## config.mk

```make
export PLATFORM = sky130hd
export DESIGN_NAME = regfile_sb
export DESIGN_NICKNAME = d
export VERILOG_FILES = /design/src/rtl/rf_pkg.sv /design/src/rtl/rf_scoreboard.sv /design/src/rtl/regfile_sb.sv
export SDC_FILE = /design/constraint.sdc
export NUM_CORES = 2
export LEC_CHECK = 0
export BUFFER_PORTS_ARGS = -buffer_cell sky130_fd_sc_hd__buf_2
export CELL_PAD_IN_SITES_DETAIL_PLACEMENT = 1
export CELL_PAD_IN_SITES_GLOBAL_PLACEMENT = 1
export CORE_MARGIN = 2
export CORE_UTILIZATION = 46
export DETAILED_ROUTE_END_ITERATION = 10
export GPL_TIMING_DRIVEN = 1
export HOLD_SLACK_MARGIN = 0.03
export PLACE_DENSITY = 0.79
export SYNTH_ARGS = -nofsm -noshare
export SYNTH_HDL_FRONTEND = slang
export SYNTH_SLANG_ARGS = --single-unit
```

## constraint.sdc

```tcl
create_clock -name clk -period 2.94 [get_ports clk]
set_input_delay 0.294 -clock clk [delete_from_list [all_inputs] [get_ports clk]]
set_output_delay 0.294 -clock clk [all_outputs]
set_load 0.02 [all_outputs]
```

## src/rtl/rf_pkg.sv

```systemverilog
// rf_pkg: default register-file geometry and the hard-wired zero register address.
package rf_pkg;
   localparam int DEF_DATA_W = 32;
   localparam int DEF_ADDR_W = 5;
   localparam int DEF_NUM_RD = 2;
   localparam int ZERO_REG   = 0;
endpackage

```

## src/rtl/rf_scoreboard.sv

```systemverilog
// rf_scoreboard: per-register pending bits set on issue, cleared on writeback, with live pending count.
module rf_scoreboard
   import rf_pkg::*;
#(
   parameter int ADDR_W = DEF_ADDR_W
) (
   input  logic                 clk,
   input  logic                 rst,
   input  logic                 iss_valid,
   input  logic [ADDR_W-1:0]    iss_wa,
   input  logic                 rf_we,
   input  logic [ADDR_W-1:0]    rf_wa,
   output logic [2**ADDR_W-1:0] pend,
   output logic [ADDR_W:0]      pend_cnt
);
   localparam int CW = ADDR_W + 1;
   localparam logic [ADDR_W-1:0] ZERO_A = ADDR_W'(ZERO_REG);
   logic set, clr;
   // count only real transitions so re-issue and duplicate writebacks never skew pend_cnt
   always_comb begin
      set = iss_valid && iss_wa != ZERO_A && !pend[iss_wa];
      clr = rf_we && rf_wa != ZERO_A && pend[rf_wa] && !(iss_valid && iss_wa == rf_wa);
   end
   always_ff @(posedge clk) begin
      if (rst) begin
         pend     <= '0;
         pend_cnt <= '0;
      end else begin
         if (clr) pend[rf_wa] <= 1'b0;
         if (set) pend[iss_wa] <= 1'b1;
         pend_cnt <= pend_cnt + CW'(set) - CW'(clr);
      end
   end
endmodule

```

## src/rtl/regfile_sb.sv

```systemverilog
// regfile_sb: multi-read register file with scoreboard; define RF_BYPASS_EN to forward same-cycle writeback data.
module regfile_sb
   import rf_pkg::*;
#(
   parameter int DATA_W = DEF_DATA_W,
   parameter int ADDR_W = DEF_ADDR_W,
   parameter int NUM_RD = DEF_NUM_RD
) (
   input  logic                     clk,
   input  logic                     rst,
   input  logic [NUM_RD*ADDR_W-1:0] rf_ra,
   output logic [NUM_RD*DATA_W-1:0] rf_rd,
   output logic [NUM_RD-1:0]        rf_busy,
   input  logic                     rf_we,
   input  logic [ADDR_W-1:0]        rf_wa,
   input  logic [DATA_W-1:0]        rf_wd,
   input  logic                     iss_valid,
   input  logic [ADDR_W-1:0]        iss_wa,
   output logic [ADDR_W:0]          pend_cnt,
   input  logic [ADDR_W-1:0]        debug_reg_ra,
   output logic [DATA_W-1:0]        debug_reg_rd
);
   localparam int DEPTH = 2**ADDR_W;
   localparam logic [ADDR_W-1:0] ZERO_A = ADDR_W'(ZERO_REG);
   logic [DATA_W-1:0] mem [DEPTH];
   logic [DEPTH-1:0]  pend;
   rf_scoreboard #(.ADDR_W(ADDR_W)) u_sb (
      .clk       (clk),
      .rst       (rst),
      .iss_valid (iss_valid),
      .iss_wa    (iss_wa),
      .rf_we     (rf_we),
      .rf_wa     (rf_wa),
      .pend      (pend),
      .pend_cnt  (pend_cnt)
   );
   always_ff @(posedge clk) begin
      if (rst) begin
         for (int i = 0; i < DEPTH; i++) mem[i] <= '0;
      end else if (rf_we && rf_wa != ZERO_A) begin
         mem[rf_wa] <= rf_wd;
      end
   end
   assign debug_reg_rd = mem[debug_reg_ra];
   genvar k;
   for (k = 0; k < NUM_RD; k++) begin : g_rd
      logic [ADDR_W-1:0] ra;
      assign ra = rf_ra[k*ADDR_W +: ADDR_W];
`ifdef RF_BYPASS_EN
      logic hit;
      assign hit = rf_we && rf_wa == ra && ra != ZERO_A;
      assign rf_rd[k*DATA_W +: DATA_W] = hit ? rf_wd : mem[ra];
      assign rf_busy[k] = pend[ra] && !hit;
`else
      assign rf_rd[k*DATA_W +: DATA_W] = mem[ra];
      assign rf_busy[k] = pend[ra];
`endif
   end
endmodule

```

Word-level counts from Yosys, hierarchy flattened
Memory sizes are Yosys's and may differ from the RTL's. Index checks and enable logic that the tools add are counted. Widths: inputs -> output; s select.

Bits in registers: 38. Memory bits (writable): 1024. Bits of input ports: 61. Output and inout bits: 104. Word-level logic and storage cells: 51. Memories: 1.

Add/subtract/negate cells: 2. Magnitude comparators: 6. Equality and inequality tests: 1. Multiplexer cells: 23. Bitwise gates (word level): 3. Reductions and logical operators: 13.

Memory list: mem (depth 32, width 32, read ports 3, clocked after memory_dff 0, write ports 32, RTL line regfile_sb.sv:25) `logic [DATA_W-1:0] mem [DEPTH];`.

Operators with widths (number): $mux 32 (4); $and 32x32->32 (1); $not 32->32 (1); $or 32x32->32 (1); $reduce_or 32->1 (1); $lt 5x6->1 const B (4); $bmux 1 s5 (4); $mux 1 (12); $demux 1 s5 (2); $ge 5x1->1 const B (2); $reduce_bool 5->1 (2); $logic_and 1x1->1 (8); $add 6x1->6 (1); $sub 6x1->6 (1); $eq 5x5->1 (1); $mux 5 (1); $logic_not 1->1 (2).

Logic depth before layout (Yosys ltp)
Word-level depth: 10. Depth in mapped cells: 16. Depth with buffers taken out: 13.

Hierarchy
Synthesis repeated with hierarchy kept, for this count alone.

Cell total of the unflattened synthesis: 6109. Area total of the unflattened synthesis: 67661.1 sq um.

By module, submodules not included: regfile_sb (times used 1, cells an instance 5841, area an instance 65265.1 sq um, seq. area each 30749.5 sq um); rf_scoreboard (times used 1, cells an instance 268, area an instance 2396.0 sq um, seq. area each 760.7 sq um).

Worst setup path before layout
Ideal clock, no wire load.

Path type: in2reg. Start point: in rf_wa[0]. End point: reg u_sb.pend_cnt[5]. Setup time: 0.121 ns. Arrival time: 3.096 ns. Required time: 2.819 ns. Slack: -0.277 ns. Stages: 14. Path buffers: 2. Cells stage by stage: buf_4 -> mux4_2 -> nor3b_1 -> a2111oi_4 -> buf_4 -> a31oi_1 -> ha_1 -> inv_1 -> ha_1 -> a21o_1 -> a21oi_1 -> o21bai_1 -> a21oi_1 -> mux2_2.

Word-level cells in the longest chain between the ends: 5. Elaborated cells on any way between the ends: 10. Classes of those cells: 1 x add/sub; 1 x eq/ne; 2 x mux; 6 x reduce/logical.

RTL lines: start: declaration (RTL line regfile_sb.sv:15) `input logic [ADDR_W-1:0] rf_wa,`; $bmux 1 s5 (tied with other cells) (RTL line rf_scoreboard.sv:22) `clr = rf_we && rf_wa != ZERO_A && pend[rf_wa] && !(iss_valid && iss_wa == rf_wa);`; $mux 1 (implied by the code) or $logic_and 1x1->1 (tied branches) (RTL line rf_scoreboard.sv:22); $logic_and 1x1->1 or $logic_not 1->1 (tied branches) (RTL line rf_scoreboard.sv:22); $logic_and 1x1->1 * (RTL line rf_scoreboard.sv:22); $sub 6x1->6 * (RTL line rf_scoreboard.sv:31) `pend_cnt <= pend_cnt + CW'(set) - CW'(clr);`; end signal: assignment (RTL line rf_scoreboard.sv:31); end: declaration (RTL line rf_scoreboard.sv:14) `output logic [ADDR_W:0] pend_cnt`.

Mark *: on every way between the ends. The rest lies on a longest branch, timed or not. The select of a mux whose other input is x is not followed. A chain may end at the register's enable or synchronous reset.

==> results.sh <==
export IMPL_relSlewSlack_pct=25.0
export IMPL_clock_skew_ps=9.30
export IMPL_core_mm2=0.141
export IMPL_first_pass_iters=5
export IMPL_async_flop_share_pct=0
export IMPL_grt_max_degree=108
export IMPL_cts_tree="yes"
export IMPL_instances_no_fill=6132
export IMPL_synth_edff_count=1024
export IMPL_critPathCaptureType="primary output"
export IMPL_hold_viol_final=0
export IMPL_dpl_hpwl_um=153000
export IMPL_power_density_mw_per_mm2=536
export IMPL_path_clk_slew_ps=60
export IMPL_grt_pass1_wl_um=355000
export IMPL_setup_tns_ps=-2210
export IMPL_ant_nets=0
export IMPL_cts_sinks=1062
export IMPL_synth_flop_cell="edfxtp_1"
export IMPL_fmax_mhz=325
export IMPL_fin_util_pct=53.8
export IMPL_grt_overflow=0
export IMPL_seq_area_frac_synth_pct=48.3
export IMPL_holdWs_ps=88.9
export IMPL_min_path_type="in2reg"
export IMPL_finalWorstPathRequiredPeriod_ps=3080
export IMPL_antenna_found_initial=27
export IMPL_route_vias_total=44300
export IMPL_fin_ws_ps=-140
export IMPL_avgViaCountPerCell=7.23
export IMPL_gp_congestion=0.917
export IMPL_busiest_layer="met2"
export IMPL_violations="setup timing"
export IMPL_fp_dieH_um=381
export IMPL_leakage_nw=25.8
export IMPL_dp_cells=5891
export IMPL_worstMarginPinSlew_ps=1130
export IMPL_total_power_mw=40.6
export IMPL_grt_pass1_vias=46100
export IMPL_crit_fanout=3
export IMPL_worstSetupStartpointType="flip-flop"
export IMPL_wl_per_cell_um=41.3
export IMPL_num_rows=138
export IMPL_setup_violations=58
export IMPL_finalCritPeriodShare_pct=105
export IMPL_crit_arrival_ps=2790
export IMPL_die_w_um=381
export IMPL_drt_iter0_markers=7875
export IMPL_ys_types=54
export IMPL_cts_buffers_inserted=118
export IMPL_synth_warning_count=0
export IMPL_rsz0062_at_grt="true"
export IMPL_syn2layout_area_growth_pct=16.3
export IMPL_outcome="complete, but fails checks"
export IMPL_syn_area_mm2=0.0652
export IMPL_syn_inst=3933
export IMPL_die_area_mm2=0.145
export IMPL_ys_ff_latch=1062
export IMPL_insertion_delay_ps=770
export IMPL_nets=4195
export IMPL_io_buffers=164
export IMPL_drt_wl_total_um=253000
export IMPL_cts_max_level=3
export IMPL_vdd_ir_drop_max_mv=0.536
export IMPL_drv_cap=0
export IMPL_grt_usage_pct=34.9
export IMPL_grtUsageMet2_pct=54.3
export IMPL_clockBufferDepth=3
export IMPL_finalMaxSlewViolations=0
export IMPL_initial_utilization_pct=46.2
export IMPL_layout_drive_gt1_share_pct=43.7
export IMPL_ios=165
export IMPL_use_met1_pct=44.3
export IMPL_drc_errors=0
export IMPL_cts_root_buf="clkbuf_16"
export IMPL_critical_path_required_ps=2650
export IMPL_use_met3_pct=9.97
export IMPL_crit_type="reg2out"
export IMPL_syn_avg_cell_area_um2=16.6
[cells in the final DEF, fill, tap and decap left out, types with 20 or more instances in the layout]
cell          n
and2_1      992
buf_12      136
buf_2        51
buf_4       199
buf_6       106
clkbuf_1     24
clkbuf_16   119
clkinv_1     28
clkinv_2     22
conb_1       32
dfxtp_2      20
diode_2      20
edfxtp_1   1024
inv_1        33
mux2_4       96
mux4_2      985
nor2_1       27
nor2_4       31
o32ai_1      28
[report_power, final]
group          internal (mW)  leakage, nW  total, mW  switching, mW
clock network           8.16         1.78       14.7           6.51
logic                   3.92         13.9       7.86           3.94
registers               17.4         10.1       18.1          0.674
[logic make-up after synthesis]
family,share of synthesized area [%]
compound gates,1.17
mux,36.0
other cells,0.00575
flops,48.3
buf+inv,3.29
simple gates,10.9
fa+ha+maj,0.146
xor+xnor,0.121
[state kept, by name, summed over array words and instances (netlist names)]
name	count
u_sb.pend_cnt	6
mem	1024
u_sb.pend	32
[what timing repair did]
item	4_1_cts	5_1_grt
resized for setup	308	11
hold buffers	1	0
setup endpoints to repair	98	94
setup buffers	17	3
endpoints found under the hold margin	5	0
pin swaps	9	8
[final cells by class]
| class | count | area, µm² |
|---|---|---|
| repair buffers | 499 | 5770 |
| clock buffers | 143 | 3070 |
| clock inverters | 72 | 606 |
| inverters | 34 | 128 |
| fillers | 12800 | 65200 |
| well taps | 1890 | 2360 |
| flip-flops and latches | 1062 | 31500 |
| diodes | 20 | 50.0 |
| multi-input cells | 2412 | 32300 |
[worst paths after layout]
path | slack, ps | endpoint | cells past startpoint | from
worst min register to register | 510 | u_sb.pend[26]$_SDFF_PP0_ | 2 | u_sb.pend[26]$_SDFF_PP0_
worst max-delay path | -140 | debug_reg_rd[27] | 4 | mem[15][27]$_SDFFCE_PN0P_
worst min-delay path | 90 | u_sb.pend[6]$_SDFF_PP0_ | 3 | iss_wa[2]
worst max register to register | -30 | u_sb.pend_cnt[5]$_SDFF_PP0_ | 13 | u_sb.pend[24]$_SDFF_PP0_
[routing by layer]
metal / vias to the layer above / part of all wire [%]
li1: 16300 / -
met3: 865 / 14
met2: 3913 / 47
met1: 23300 / 33
met5: - / 0.021
met4: 8 / 6.1
[Yosys cell counts (4+ instances only)]
library cell	n	area (µm²)
or2_2	33	206
o32ai_1	28	245
a21oi_1	18	90.1
ha_1	6	75.1
mux2i_1	19	190
buf_4	32	240
nor2_1	58	218
and2_1	992	6210
edfxtp_1	1024	30700
inv_1	34	128
nand4_1	5	31.3
mux4_2	985	22200
or3_1	6	37.5
clkbuf_1	315	1180
o211ai_1	13	97.6
nand2b_1	10	62.6
buf_1	28	105
a2111oi_0	6	52.6
dfxtp_1	38	761
xnor2_1	8	70.1
nand3_1	7	35.0
nor4_1	4	25.0
buf_6	14	158
a211oi_1	4	30.0
o21ai_0	6	30.0
mux2_2	100	1130
nor2b_1	18	113
nor3_1	5	25.0
nand2_1	10	37.5
nand3b_1	6	45.0
buf_2	67	335
[critical path, stage by stage, from the launching register on]
cell and delay [ps]:
edfxtp_1 420, mux4_2 500, mux4_2 560, mux2_4 380, buf_6 160
[stage by stage]
stage | instance area (µm²) | worst slack [ps]
after CTS | 75800 | -137
final | 75900 | -140
after detailed placement | 71100 | -273
after global placement | 71100 | -306
after floorplan | 65400 | -202
after global routing | 75800 | -170
Power figures use the tool's default switching activity.
